===== config.mk =====
export PLATFORM = sky130hd
export DESIGN_NAME = uart_frame_ctrl
export DESIGN_NICKNAME = d
export VERILOG_FILES = /design/src/rtl/uart_frame_ctrl_pkg.sv /design/src/rtl/uart_gap_timer.sv /design/src/rtl/uart_frame_ctrl.sv
export SDC_FILE = /design/constraint.sdc
export NUM_CORES = 1
export LEC_CHECK = 0
export ABC_AREA = 1
export BUFFER_PORTS_ARGS = -buffer_cell sky130_fd_sc_hd__buf_4
export CAP_MARGIN = 0
export CORE_ASPECT_RATIO = 1.4
export CORE_MARGIN = 4
export CORE_UTILIZATION = 52
export CTS_CLUSTER_SIZE = 8
export DETAILED_ROUTE_END_ITERATION = 16
export GPL_TIMING_DRIVEN = 0
export PLACE_DENSITY = 0.76
export SLEW_MARGIN = 20
export SYNTH_ARGS = -nofsm -noshare
export SYNTH_HDL_FRONTEND = slang
export SYNTH_SLANG_ARGS = --single-unit

===== constraint.sdc =====
create_clock -name sys_clk -period 2.5 [get_ports sys_clk]
set_input_delay 0.125 -clock sys_clk [delete_from_list [all_inputs] [get_ports sys_clk]]
set_output_delay 0.125 -clock sys_clk [all_outputs]
set_load 0.05 [all_outputs]

===== src/rtl/uart_frame_ctrl_pkg.sv =====
// Shared definitions for the UART configuration-frame controller.
package uart_frame_ctrl_pkg;

  // Frame parser states: wait for HEAD, then collect ADDR, DATA, SUM.
  typedef enum logic [1:0] {
    IDLE     = 2'd0,
    GET_ADDR = 2'd1,
    GET_DATA = 2'd2,
    GET_SUM  = 2'd3
  } state_t;

  localparam logic [7:0] HEAD_BYTE_DEF = 8'hA5;
  localparam int         REG_COUNT     = 4;

  // Inter-byte gap limit in sys_clk cycles: byte times * 10 bits * cycles per bit.
  function automatic int timeout_cyc(input int timeout_bytes, input int clk_freq,
                                     input int uart_bps);
    return timeout_bytes * 10 * (clk_freq / uart_bps);
  endfunction

endpackage


===== src/rtl/uart_gap_timer.sv =====
// Inter-byte gap timer: counts idle cycles while enabled and fires a
// one-cycle expire when the count reaches LIMIT-1 without a clear.
module uart_gap_timer #(
  parameter int LIMIT = 200
) (
  input  logic sys_clk,
  input  logic sys_rst_n,
  input  logic en,
  input  logic clr,
  output logic expire
);

  localparam int             CW   = $clog2(LIMIT + 1);
  localparam logic [CW-1:0]  LAST = CW'(LIMIT - 1);

  logic [CW-1:0] cnt;

  // A clear in the same cycle suppresses expiry, so an arriving byte wins.
  assign expire = en && !clr && (cnt == LAST);

  // Counter clears when disabled, on clear, and on expiry; otherwise it
  // increments and holds at LAST rather than wrapping.
  always_ff @(posedge sys_clk or negedge sys_rst_n) begin
    if (!sys_rst_n) begin
      cnt <= '0;
    end else if (!en || clr || expire) begin
      cnt <= '0;
    end else if (cnt != LAST) begin
      cnt <= cnt + CW'(1);
    end
  end

endmodule


===== src/rtl/uart_frame_ctrl.sv =====
// Parses HEAD/ADDR/DATA/SUM frames from a UART byte stream and writes
// accepted DATA into a four-entry configuration register bank.
// Byte input handshake: pi_data is valid only in the single cycle pi_flag
// is high; there is no back-pressure, every strobed byte is consumed.
module uart_frame_ctrl
  import uart_frame_ctrl_pkg::*;
#(
  parameter int         UART_BPS      = 9600,
  parameter int         CLK_FREQ      = 50_000_000,
  parameter logic [7:0] HEAD_BYTE     = HEAD_BYTE_DEF,
  parameter int         TIMEOUT_BYTES = 2
) (
  input  logic       sys_clk,
  input  logic       sys_rst_n,
  input  logic [7:0] pi_data,
  input  logic       pi_flag,
  output logic [7:0] reg_out0,
  output logic [7:0] reg_out1,
  output logic [7:0] reg_out2,
  output logic [7:0] reg_out3,
  output logic       wr_en,
  output logic [1:0] wr_addr,
  output logic       frame_ok,
  output logic       frame_err,
  output state_t     fsm_state
);

  localparam int TIMEOUT_CYC = timeout_cyc(TIMEOUT_BYTES, CLK_FREQ, UART_BPS);

  state_t     state_q, state_d;
  logic [7:0] addr_q, data_q;
  logic [7:0] regs [REG_COUNT];
  logic [7:0] sum;
  logic       latch_addr, latch_data, do_wr, do_err;
  logic       gap_expire;

  assign sum       = addr_q + data_q;
  assign fsm_state = state_q;
  assign reg_out0  = regs[0];
  assign reg_out1  = regs[1];
  assign reg_out2  = regs[2];
  assign reg_out3  = regs[3];

  uart_gap_timer #(.LIMIT(TIMEOUT_CYC)) u_gap_timer (
    .sys_clk   (sys_clk),
    .sys_rst_n (sys_rst_n),
    .en        (state_q != IDLE),
    .clr       (pi_flag),
    .expire    (gap_expire)
  );

  // State register.
  always_ff @(posedge sys_clk or negedge sys_rst_n) begin
    if (!sys_rst_n) state_q <= IDLE;
    else            state_q <= state_d;
  end

  // Next-state decode and frame check; a byte always takes priority over expiry.
  always_comb begin
    state_d    = state_q;
    latch_addr = 1'b0;
    latch_data = 1'b0;
    do_wr      = 1'b0;
    do_err     = 1'b0;
    case (state_q)
      IDLE: begin
        if (pi_flag && pi_data == HEAD_BYTE) state_d = GET_ADDR;
      end
      GET_ADDR: begin
        if (pi_flag) begin
          latch_addr = 1'b1;
          state_d    = GET_DATA;
        end else if (gap_expire) begin
          do_err  = 1'b1;
          state_d = IDLE;
        end
      end
      GET_DATA: begin
        if (pi_flag) begin
          latch_data = 1'b1;
          state_d    = GET_SUM;
        end else if (gap_expire) begin
          do_err  = 1'b1;
          state_d = IDLE;
        end
      end
      GET_SUM: begin
        if (pi_flag) begin
          state_d = IDLE;
          if (pi_data == sum && addr_q[7:2] == 6'd0) do_wr  = 1'b1;
          else                                       do_err = 1'b1;
        end else if (gap_expire) begin
          do_err  = 1'b1;
          state_d = IDLE;
        end
      end
      default: state_d = IDLE;
    endcase
  end

  // Field latches, register bank write and registered result pulses.
  always_ff @(posedge sys_clk or negedge sys_rst_n) begin
    if (!sys_rst_n) begin
      addr_q    <= '0;
      data_q    <= '0;
      wr_addr   <= '0;
      wr_en     <= 1'b0;
      frame_ok  <= 1'b0;
      frame_err <= 1'b0;
      for (int i = 0; i < REG_COUNT; i++) regs[i] <= '0;
    end else begin
      wr_en     <= do_wr;
      frame_ok  <= do_wr;
      frame_err <= do_err;
      if (latch_addr) addr_q <= pi_data;
      if (latch_data) data_q <= pi_data;
      if (do_wr) begin
        regs[addr_q[1:0]] <= data_q;
        wr_addr           <= addr_q[1:0];
      end
    end
  end

endmodule


# == Word-level counts from Yosys, hierarchy flattened ==
# Cells that the tools add are included.
# totals
reg_bits,71
latchBits,0
mem_bits_rw,0
mem_bits_ro,0
in_bits,11
output_inout_bits,39
wordCells,60
mem_count,0
# classes
n_addsub,2
multipliers,0
div,0
order_cmp,2
n_eq_ne,8
n_shift,0
mux,22
bitwise_logic,1
n_reduce_logical,14
# ops
op,count
17-bit 2-to-1 mux,2
32-bit bitwise mux,1
"17-bit by 1-bit adder with 17-bit output, second input constant",1
"17-bit equality test, second input constant",1
"17-bit != test, second input constant",1
8-bit demux with 2-bit select,1
1-bit 2-to-1 mux,10
2-bit 2-to-1 mux,5
8-bit adder,1
8-bit equality test,1
"8-bit equality test, second input constant",1
8-bit 2-to-1 mux,1
2-bit one-hot mux with 4 select lines,1
6-bit logical NOT,1
1-bit logical AND,5
"2-bit equality test, second input constant",2
2-bit nonzero test,2
"3-bit >= comparator, second input constant",1
"3-bit by 1-bit < comparator with 1-bit output, second input constant",1
2-bit NOT with 3-bit output,1
"2-bit by 1-bit equality test with 1-bit output, second input constant",1
1-bit logical NOT,2
2-bit logical NOT,1
1-bit logical OR,2
3 further kinds,3

# == Longest topological paths before layout ==
# Gate-level depths: netlist of run 1.
# logic_depth
ltp_word,6
mapped_depth,15
mapped_depth_nobuf,15

# == Cells and area by module ==
# Synthesis of run 1 repeated with hierarchy kept, for this count alone.
# hier_totals
cells_unflattened,517
hier_area_um2,3996.3
# by_module_without_submodules
module,instances,cells_each,area_each_um2,seq_area_each_um2
uart_frame_ctrl,1,369,2991.6,1351.3
uart_gap_timer,1,148,1004.7,425.4

# == Least setup slack after synthesis of run 1 ==
# OpenSTA, ideal clock, no wires.
# synth_timing
path_kind,reg-to-reg
start,register addr_q[0]
end,register regs (netlist bit reg_out3[0])
setup_time_ns,0.119
arrival_ns,2.314
t_required_ns,2.381
slack_ns,0.067
path_stages_with_launch,16
n_path_buf,0
synth_period_minus_slack_ns,2.433
path_cell_list,dfrtp_1 ha_1 fa_1 inv_1 nand2_1 nand2_1 nor2_1 nand2_1 nor2_2 nand3_2 nor2_4 nand3_4 inv_1 nand2_1 nand2_1 nand2_1
# synth_between
elab_chain_cells,6
elab_cells_between_ends,13
classes_between,1 x add/sub; 2 x order compare; 1 x eq/ne; 6 x mux; 1 x bitwise; 2 x reduce/logical
# synth_rtl
element,line_no,source
from (decl),uart_frame_ctrl.sv:31,"logic [7:0] addr_q, data_q;"
from (signal assigned),uart_frame_ctrl.sv:115,if (latch_addr) addr_q <= pi_data;
8-bit adder / 2-bit NOT with 3-bit output (equally long branches),"uart_frame_ctrl.sv:37, uart_frame_ctrl.sv:118",
8-bit equality test (tied with other cells),uart_frame_ctrl.sv:90,if (pi_data == sum && addr_q[7:2] == 6'd0) do_wr = 1'b1;
"1-bit logical AND, on equally long branches","uart_frame_ctrl.sv:90, uart_frame_ctrl.sv:118",
1-bit 2-to-1 mux / 8-bit 2-to-1 mux (equally long branches),"uart_frame_ctrl.sv:90, uart_frame_ctrl.sv:118",
1-bit 2-to-1 mux / 8-bit demux with 2-bit select (equally long branches),"uart_frame_ctrl.sv:88, uart_frame_ctrl.sv:118",
1-bit 2-to-1 mux / 32-bit bitwise mux (equally long branches),"uart_frame_ctrl.sv:65, uart_frame_ctrl.sv:118",
"to (signal, indexed assignment)",uart_frame_ctrl.sv:118,regs[addr_q[1:0]] <= data_q;
to (decl),uart_frame_ctrl.sv:32,logic [7:0] regs [REG_COUNT];
# Parallel ways exist; a longest one is shown, timed or not.
# A chain may end at the register's enable or synchronous reset.

# == Final worst setup path of run 1 ==
# layout_timing
start,register data_q[0]
end,register regs (netlist bit reg_out0[3])
# layout_between
elab_chain_cells,6
# layout_rtl
element,line_no,source
from (decl),uart_frame_ctrl.sv:31,
from (signal assigned),uart_frame_ctrl.sv:116,if (latch_data) data_q <= pi_data;
8-bit adder,uart_frame_ctrl.sv:37,assign sum = addr_q + data_q;
8-bit equality test,uart_frame_ctrl.sv:90,
1-bit logical AND,uart_frame_ctrl.sv:90,
1-bit 2-to-1 mux,uart_frame_ctrl.sv:90,
1-bit 2-to-1 mux,uart_frame_ctrl.sv:88,if (pi_flag) begin
1-bit 2-to-1 mux,uart_frame_ctrl.sv:65,case (state_q)
# No other way between the ends.

==> results of run 1 <==
[report_power, final]
| part | switching (mW) | leakage [nW] | internal [mW] | total (mW) |
|---|---|---|---|---|
| sequential | 0.253 | 0.836 | 1.30 | 1.55 |
| clock | 0.448 | 0.119 | 0.686 | 1.13 |
| combinational | 1.06 | 1.41 | 0.550 | 1.61 |
| total | 1.76 | 2.37 | 2.53 | 4.29 |
[cell usage in the layout (no fill, tap or decap), types with 2 or more instances in the layout]
cell type | Yosys | routed
dfrtp_2 | 0 | 3
inv_2 | 1 | 2
bufinv_16 | 0 | 3
nor3_1 | 8 | 8
nor2_4 | 2 | 2
clkbuf_8 | 0 | 10
nand4_1 | 4 | 4
xor2_1 | 2 | 2
nor2_1 | 28 | 28
nand4_4 | 1 | 2
clkinv_1 | 3 | 3
ha_1 | 12 | 11
nand2_2 | 0 | 2
buf_2 | 3 | 2
buf_4 | 2 | 58
nand3_1 | 48 | 44
clkbuf_1 | 5 | 5
nor2_2 | 2 | 2
dfrtp_1 | 71 | 68
nand3_2 | 1 | 5
a21oi_1 | 16 | 15
buf_6 | 1 | 6
inv_1 | 66 | 65
nand2_1 | 125 | 123
nor4_1 | 3 | 3
o21a_1 | 2 | 2
o21ai_0 | 23 | 23
o21bai_1 | 24 | 24
xnor2_1 | 4 | 4
[state kept, by name (all words and copies together), names as in the netlist, 8 cells and up]
register / count
u_gap_timer.cnt: 17
addr_q: 8
data_q: 8
reg_out0: 8
reg_out1: 8
reg_out2: 8
reg_out3: 8
[through the flow]
| step | util (%) | cells | cell area [um2] | worst slack [ps] |
|---|---|---|---|---|
| 5_1_grt | 66.76 | 640 | 4691 | -153.9 |
| 3_5_place_dp | 60.72 | 612 | 4267 | -270.6 |
| 6_report | 66.76 | 640 | 4691 | -26.59 |
| 2_1_floorplan | - | 468 | 3780 | 67.07 |
| 3_3_place_gp | 60.72 | 612 | 4267 | -226.5 |
| 4_1_cts | 65.38 | 636 | 4594 | -33.90 |
[worst register-to-register path, stage by stage, from the launching register on]
cell and delay, ps:
dfrtp_2 430, ha_4 170, fa_1 510, inv_1 50, nand2_1 50, nand2_1 40, nor2_1 90, nand2_1 70
nor2_2 90, nand3_2 80, nor2_4 210, buf_6 140, nand4_4 100, buf_6 190, o21bai_1 130, nand2_1 70
[cell type report]
cell class	count	area share, %
tap	95	2.534
clock buffer	10	2.934
sequential	71	37.96
timing repair buffer	61	10.14
multi-input combinational	317	37.16
inverter	70	5.601
clock inverter	5	2.267
buffer	11	1.414
[timing repair]
action | CTS | global route
pin swaps | 2 | 9
resized for setup | 8 | 13
cloned | 1 | 1
hold buffers | 1 | 0
setup endpoints to repair | 35 | 35
endpoints found under the hold margin | 71 | 0
buffers inserted | 7 | 4
[routing by layer]
layer	track usage, %	part of all wire (%)	vias to the layer above
met3	3.058	5.0	25
met2	38.51	51	95
met5	0	0	-
li1	-	-	1657
met1	26.78	41	1571
met4	10.87	2.7	0
[cells by family after synthesis]
kind of cell	count (synthesis)	share of synthesized area [%]
compound gates	68	11.02
buf+inv	81	8.540
flops	71	47.00
xor+xnor	6	1.390
simple gates	229	27.54
fa+ha+maj	13	4.502
[worst paths after layout]
kind                             startpoint     endpoint  slack, ps  cells after the start
worst max register to register    data_q[0]  reg_out0[3]        -30                     15
max in group asynchronous         sys_rst_n    addr_q[0]       1450                      2
min in group asynchronous         sys_rst_n    addr_q[1]        440                      2
worst min-delay path             pi_data[5]    data_q[5]         70                      3
worst min register to register  reg_out3[6]  reg_out3[6]        470                      2
worst max-delay path              data_q[0]  reg_out0[3]        -30                     15
==> flow_metrics.env, run 1 <==
export IMPL_die_area_mm2=0.008716
export IMPL_grt_antenna_before_repair=0
export IMPL_relSlewSlack_pct=41.01
export IMPL_wl_um=9132
export IMPL_dp_hpwl_um=6272
export IMPL_clk_latency_ps=360
export IMPL_netlist_area_leader_share_pct=47.00
export IMPL_drc=0
export IMPL_yosys_warnings=0
export IMPL_port_buffers=49
export IMPL_drt_initial_drc_count=200
export IMPL_crit_top_cell="nand2_1"
export IMPL_status="complete, but fails checks"
export IMPL_ys_seq_area_share_pct=47.00
export IMPL_cts_tree="built"
export IMPL_die_w_um=80.06
export IMPL_coreArea_mm2=0.007027
export IMPL_period_share_pct=101.1
export IMPL_dieHeight_um=108.9
export IMPL_required_ps=2750
export IMPL_max_stage_delay_ps=510
export IMPL_worstSetupStartpointType="register"
export IMPL_clockBufferDepth=2
export IMPL_start_util_pct=53.79
export IMPL_cts_sinks=71
export IMPL_synthCells=468
export IMPL_gp_congestion=0.8590
export IMPL_hp_class="in -> reg"
export IMPL_fillCellCount=599
export IMPL_post_synth_top_area_cell="dfrtp_1"
export IMPL_max_vdd_ir_drop_mv=0.5898
export IMPL_hold_slack_ps=72.97
export IMPL_synth_fp_nets=492
export IMPL_ys_types=36
export IMPL_diodes=0
export IMPL_cp_arrival_ps=2770
export IMPL_setup_viol=16
export IMPL_period_needed_ps=2527
export IMPL_cp_top_family="simple AND/OR/NAND/NOR gates"
export IMPL_cts_reportedPaths_clkPinSlew_ps=80
export IMPL_cp_slowest_cell="fa_1"
export IMPL_multiInputGateArea_mm2=0.001743
export IMPL_cp_num_buf_inv=3
export IMPL_tightest_slew_ps=884.9
export IMPL_synthFlopType="dfrtp_1"
export IMPL_power_mw=4.293
export IMPL_end_kind="register"
export IMPL_hold_viol_final=0
export IMPL_ant_nets=0
export IMPL_syn_area_per_cell_um2=8.077
export IMPL_cp_max_fo=10
export IMPL_path_cells="ha_4, fa_1, inv_1, nand2_1, nand2_1, nor2_1, nand2_1, nor2_2, nand3_2, nor2_4, buf_6, nand4_4, buf_6, o21bai_1, nand2_1"
export IMPL_ff_latch_area_mm2=0.001780
export IMPL_drive_above_1_share_pct=19.27
export IMPL_ys_async_sr_fraction_pct=100.0
export IMPL_ys_top_cells_by_count="nand2_1, dfrtp_1, inv_1"
export IMPL_cts_root_buffer="clkbuf_8"
export IMPL_grt_max_degree=72
export IMPL_grt_overflow=0
export IMPL_path_class="reg -> reg"
export IMPL_grt_pass1_wl_um=15030
export IMPL_synth_edf_count=0
export IMPL_numCtsBuffers=9
export IMPL_grt_pass1_vias=3230
export IMPL_route_detailed_wl_per_inst_um=14.27
export IMPL_row_count=36
export IMPL_syn2layout_area_growth_pct=24.10
export IMPL_pwr_density_cell_mw_per_mm2=915.1
export IMPL_synth_area_mm2=0.003780
export IMPL_first_pass_iters=4
export IMPL_fmax_mhz=395.8
export IMPL_num_vias=3348
export IMPL_ys_ff_latch=71
export IMPL_leakagePower_nw=2.368
export IMPL_h_tree_depth=3
export IMPL_routed_via_density=5.231
export IMPL_drv_slew=0
export IMPL_synth_area_top_cells="dfrtp_1, nand2_1, inv_1, nand3_1, o21bai_1"
export IMPL_maxCapViolations=0
export IMPL_fin_skew_ps=7.342
export IMPL_synth_most_common_cell="nand2_1"
export IMPL_final_nets=565
export IMPL_worst_slack_ps=-26.59
export IMPL_pin_count=50
export IMPL_grt_total_usage_pct=22.19
export IMPL_finalSetupTns_ps=-194.5
export IMPL_rsz0062_at_grt="true"
export IMPL_violations="setup timing"
Note: power is estimated with default switching activity, not from simulation.
==> inputs of run 2 (changes only) <==
--- a/config.mk
+++ b/config.mk
@@ -10,11 +10,11 @@
 export CAP_MARGIN = 0
 export CORE_ASPECT_RATIO = 1.4
 export CORE_MARGIN = 4
-export CORE_UTILIZATION = 52
+export CORE_UTILIZATION = 58
 export CTS_CLUSTER_SIZE = 8
 export DETAILED_ROUTE_END_ITERATION = 16
 export GPL_TIMING_DRIVEN = 0
-export PLACE_DENSITY = 0.76
+export PLACE_DENSITY = 0.8
 export SLEW_MARGIN = 20
 export SYNTH_ARGS = -nofsm -noshare
 export SYNTH_HDL_FRONTEND = slang
==> constraint.sdc (replaced) <==
create_clock -name sys_clk -period 2.6 [get_ports sys_clk]
set_input_delay 0.13 -clock sys_clk [delete_from_list [all_inputs] [get_ports sys_clk]]
set_output_delay 0.13 -clock sys_clk [all_outputs]
set_load 0.05 [all_outputs]
==> run 2 against run 1 <==
Effect of this change: the run still ends with setup timing left; register-to-register slack better by 20 ps; sequential power is 3% lower; via count is 2.3% higher; worst hold slack better by 38 ps; combinational power is 4% lower; critical endpoint is now reg_out1[7]; wire length is 0.59% higher; utilization is 7.7 points higher.
==> flow_metrics.env, run 2 (synthesis gave the netlist of run 1 again) <==
export IMPL_rsz0062_at_grt="true"
export IMPL_pwr_density_cell_mw_per_mm2=884.2
export IMPL_final_common_cell="nand2_1"
export IMPL_gp_congestion=0.8852
export IMPL_final_cells=618
export IMPL_clockBufferDepth=2
export IMPL_required_ps=2850
export IMPL_diodes=0
export IMPL_place_inst=589
export IMPL_drt_initial_drc_count=247
export IMPL_drv_slew=0
export IMPL_path_class="reg -> reg"
export IMPL_numCtsBuffers=9
export IMPL_cts_tree="built"
export IMPL_clk_latency_ps=360
export IMPL_dieHeight_um=103.5
export IMPL_hold_slack_ps=110.6
export IMPL_largest_reg_flops=17
export IMPL_cts_reportedPaths_clkPinSlew_ps=90
export IMPL_end_kind="register"
export IMPL_tightest_slew_ps=879.1
export IMPL_pin_count=50
export IMPL_grtUsageMet3_pct=4.861
export IMPL_cts_sinks=71
export IMPL_routed_via_density=5.540
export IMPL_h_tree_depth=3
export IMPL_hp_class="in -> reg"
export IMPL_die_w_um=76.23
export IMPL_violations="setup timing"
export IMPL_coreArea_mm2=0.006296
export IMPL_grt_overflow=0
export IMPL_hold_viol_final=0
export IMPL_final_cell_mix="nand2_1, dfrtp_1, inv_1, buf_4, nand3_1"
export IMPL_first_pass_iters=4
export IMPL_fillCellCount=476
export IMPL_cp_arrival_ps=2860
export IMPL_route_detailed_wl_per_inst_um=14.86
export IMPL_grt_total_usage_pct=22.57
export IMPL_fmax_mhz=383.0
export IMPL_fin_skew_ps=17.09
export IMPL_top_register="u_gap_timer.cnt"
export IMPL_die_area_mm2=0.007891
export IMPL_grt_pass1_wl_um=14510
export IMPL_start_util_pct=60.04
export IMPL_row_count=34
export IMPL_grt_pass1_vias=3211
export IMPL_relSlewSlack_pct=41.39
export IMPL_finalSetupTns_ps=-10.92
export IMPL_final_nets=565
export IMPL_grt_max_degree=72
export IMPL_placement_setup_worst_slack_ps=-156.2
export IMPL_num_vias=3424
export IMPL_period_share_pct=100.4
export IMPL_grt_use_met1_pct=27.65
export IMPL_worstSetupStartpointType="register"
export IMPL_grt_met2_usage_pct=38.43
export IMPL_dp_hpwl_um=6140
export IMPL_maxCapViolations=0
export IMPL_ff2ff_setup_slack_ps=-10
export IMPL_status="complete, but fails checks"
export IMPL_grt_antenna_before_repair=0
export IMPL_period_needed_ps=2611
export IMPL_ant_nets=0
export IMPL_grt_busiest_layer="met2"
export IMPL_wl_um=9186
export IMPL_cp_max_fo=5
export IMPL_leakagePower_nw=2.389
export IMPL_drive_above_1_share_pct=19.78
export IMPL_port_buffers=49
export IMPL_cts_root_buffer="clkbuf_8"
export IMPL_max_vdd_ir_drop_mv=0.7004
export IMPL_worst_slack_ps=-10.92
export IMPL_syn2layout_area_growth_pct=24.00
export IMPL_drc=0
export IMPL_setup_viol=1
==> run 2: timing repair <==
item                       CTS  global route
pin swaps                    1             7
hold buffers                 1             0
setup endpoints to repair   29            34
hold endpoints to repair    71             0
gates cloned                 0             3
setup buffers                4             5
resized for setup            6            21
==> run 2: final timing paths <==
| check | cells past startpoint | end | from |
|---|---|---|---|
| max in group asynchronous | 2 | data_q[0] | sys_rst_n |
| setup reg to reg | 15 | reg_out1[7] | data_q[0] |
| hold reg to reg | 1 | u_gap_timer.cnt[0] | u_gap_timer.cnt[0] |
| min in group asynchronous | 2 | reg_out2[1] | sys_rst_n |
| hold / removal | 3 | addr_q[5] | pi_data[5] |
| setup / recovery | 15 | reg_out1[7] | data_q[0] |
==> run 2: routing by layer <==
layer | wire length [um] | share of wire (%) | vias up
met5 | 0 | 0 | -
met4 | 297 | 3.2 | 0
met3 | 392 | 4.3 | 27
met2 | 4733 | 52 | 105
met1 | 3763 | 41 | 1631
li1 | - | - | 1661
==> run 2: critical path, cell delays in order, from the launching register on <==
cell and delay, ps:
dfrtp_2 450, ha_4 190, fa_1 510, inv_1 60, nand2_1 60, nand2_1 50
nor2_1 90, nand2_1 70, nor2_2 90, nand3_2 90, nor2_4 220, buf_4 160
buf_6 100, nand4_4 110, o21bai_1 200, nand2_1 70
==> run 2: power breakdown <==
group / total, mW / internal [mW] / switching (mW)
sequential: 1.50 / 1.25 / 0.248
combinational: 1.55 / 0.518 / 1.03
clock: 1.10 / 0.649 / 0.449
total: 4.14 / 2.41 / 1.73
==> run 2: cell type report <==
type	count	area, um2	share of cell area [%]
flip-flops and latches	71	1779	37.96
clock buffers	9	123.9	2.643
inverters	70	265.3	5.659
clock inverters	7	125.1	2.670
repair buffers	61	471.7	10.06
multi-input cells	317	1765	37.67
well taps	72	90.09	1.922
plain buffers	11	66.31	1.415
==> run 2: through the flow <==
stage | utilization (%) | instance area, um2 | power, mW
4_1_cts | 72.20 | 4546 | 4.044
5_1_grt | 74.44 | 4687 | 4.420
3_5_place_dp | 67.31 | 4238 | 2.923
3_3_place_gp | 67.31 | 4238 | 2.854
6_report | 74.44 | 4687 | 4.144
2_1_floorplan | - | 3780 | 2.522
==> inputs of run 3 (changes only) <==
--- a/config.mk
+++ b/config.mk
@@ -6,7 +6,7 @@
 export NUM_CORES = 1
 export LEC_CHECK = 0
 export ABC_AREA = 1
-export BUFFER_PORTS_ARGS = -buffer_cell sky130_fd_sc_hd__buf_4
+export BUFFER_PORTS_ARGS = -buffer_cell sky130_fd_sc_hd__buf_2
 export CAP_MARGIN = 0
 export CORE_ASPECT_RATIO = 1.4
 export CORE_MARGIN = 4
==> run 3 against run 2 <==
Effect of this change: the run now ends clean; worst setup slack gained 21 ps; clock skew is 5.8 ps lower; highest routed layer unchanged; non-clock buffer count shrank 2; clock power decreased by 9.7%; fmax rose by 0.83%; first-iteration DRC count shrank 29%; via count decreased by 3.7%; final area fell by 3.9%; flip-flop and latch count stayed put.
==> flow_metrics.env, run 3 (synthesis gave the netlist of run 1 again) <==
export IMPL_status="complete, no violations"
export IMPL_final_util_pct=71.52
export IMPL_required_ps=2820
export IMPL_grt_antenna_before_repair=0
export IMPL_hold_slack_ps=87.77
export IMPL_pwr_density_cell_mw_per_mm2=879.0
export IMPL_drive_above_1_share_pct=18.78
export IMPL_cts_sinks=71
export IMPL_final_common_cell="nand2_1"
export IMPL_cp_arrival_ps=2810
export IMPL_die_w_um=76.23
export IMPL_end_kind="register"
export IMPL_hp_class="in -> reg"
export IMPL_largest_reg_flops=17
export IMPL_h_tree_depth=3
export IMPL_ff_latch_area_mm2=0.001779
export IMPL_place_inst=590
export IMPL_port_buffers=49
export IMPL_final_cell_mix="nand2_1, dfrtp_1, inv_1, buf_2, nand3_1"
export IMPL_drt_initial_drc_count=176
export IMPL_finalSetupTns_ps=0
export IMPL_diodes=0
export IMPL_grt_max_degree=37
export IMPL_clockBufferDepth=2
export IMPL_routed_via_density=5.361
export IMPL_seqPwrFrac_pct=37.6
export IMPL_path_class="reg -> reg"
export IMPL_row_count=34
export IMPL_fin_skew_ps=11.29
export IMPL_worstSetupStartpointType="register"
export IMPL_final_cells=615
export IMPL_cts_reportedPaths_clkPinSlew_ps=80
export IMPL_maxCapViolations=0
export IMPL_fillCellCount=478
export IMPL_leakagePower_nw=2.298
export IMPL_first_pass_iters=4
export IMPL_top_register="u_gap_timer.cnt"
export IMPL_ant_nets=0
export IMPL_power_frac_comb_pct=37.3
export IMPL_clockPowerShare_pct=25.1
export IMPL_multiInputGateArea_mm2=0.001725
export IMPL_grt_pass1_vias=3104
export IMPL_grt_overflow=0
export IMPL_numCtsBuffers=9
export IMPL_cp_max_fo=10
export IMPL_drc=0
export IMPL_drv_slew=0
export IMPL_internal_power_mw=2.298
export IMPL_cts_root_buffer="clkbuf_8"
export IMPL_grt_total_usage_pct=22.54
export IMPL_placement_setup_worst_slack_ps=-138.8
export IMPL_period_needed_ps=2589
export IMPL_dieHeight_um=103.5
export IMPL_syn2layout_area_growth_pct=19.13
export IMPL_ff2ff_setup_slack_ps=10
export IMPL_hold_viol_final=0
export IMPL_rsz0062_at_grt="true"
export IMPL_worst_slack_ps=10.52
export IMPL_clk_latency_ps=350
export IMPL_gp_congestion=0.8877
export IMPL_max_vdd_ir_drop_mv=0.6676
export IMPL_period_share_pct=99.60
export IMPL_final_nets=562
export IMPL_route_detailed_wl_per_inst_um=14.22
export IMPL_tightest_slew_ps=541.8
export IMPL_setup_viol=0
export IMPL_pin_count=50
export IMPL_power_switching_mw=1.660
export IMPL_fmax_mhz=386.2
export IMPL_relSlewSlack_pct=63.88
export IMPL_switching_share_pct=41.94
export IMPL_die_area_mm2=0.007891
export IMPL_cts_tree="built"
export IMPL_num_vias=3297
export IMPL_wl_um=8744
export IMPL_dp_hpwl_um=6210
export IMPL_grt_pass1_wl_um=14460
export IMPL_coreArea_mm2=0.006296
export IMPL_start_util_pct=60.04
==> run 3: routing by layer <==
metal | vias up | track usage [%] | wire length, um
met5 | - | 0 | 0
met4 | 0 | 5.699 | 102
met3 | 9 | 4.514 | 330
met2 | 74 | 40.25 | 4630
met1 | 1560 | 27.71 | 3680
li1 | 1654 | - | -
==> run 3: final cells by class <==
cell class                 instances  area share (%)
multi-input combinational        316           38.32
tap                               72           2.001
timing repair buffer              59           7.835
clock buffer                       9           2.751
clock inverter                     7           2.278
inverter                          70           5.835
buffer                            11           1.473
sequential                        71           39.51
==> run 3: power by group through the flow <==
stage	registers [mW]	clock network, mW	logic [mW]
floorplan	1.48	0	1.04
global placement	1.50	0	1.34
detailed placement	1.50	0	1.40
CTS	1.48	1.01	1.41
global route	1.50	1.05	1.69
finish	1.49	0.993	1.48
==> run 3: what timing repair did <==
item / in CTS / in global routing
endpoints found under the setup margin: 28 / 36
gates resized for setup: 5 / 14
hold endpoints to repair: 35 / 0
setup buffers: 2 / 5
gates cloned: 0 / 1
pin swaps: 1 / 13
hold buffers: 1 / 0
==> run 3: stage by stage <==
step           power [mW]  cell area, um2
3_5_place_dp        2.899            4138
3_3_place_gp        2.838            4115
4_1_cts             3.904            4399
6_report            3.958            4503
5_1_grt             4.248            4503
2_1_floorplan       2.522            3780
==> run 3: final timing paths <==
check	start	to	depth (start not counted)
max reg2reg	data_q[0]	reg_out0[0]	15
min reg2reg	u_gap_timer.cnt[0]	u_gap_timer.cnt[0]	1
min in group asynchronous	sys_rst_n	reg_out2[1]	2
max	data_q[0]	reg_out0[0]	15
max in group asynchronous	sys_rst_n	data_q[0]	3
min	pi_data[5]	data_q[5]	3
==> run 3: critical path: stages, from the launching register on <==
cell and delay (ps):
dfrtp_2 450, ha_4 180, fa_1 500, inv_1 50, nand2_1 50, nand2_1 50, nor2_1 90, nand2_1 70
nor2_2 90, nand3_2 80, nor2_4 220, buf_6 130, nand4_4 90, buf_6 180, o21bai_1 150, nand2_1 90
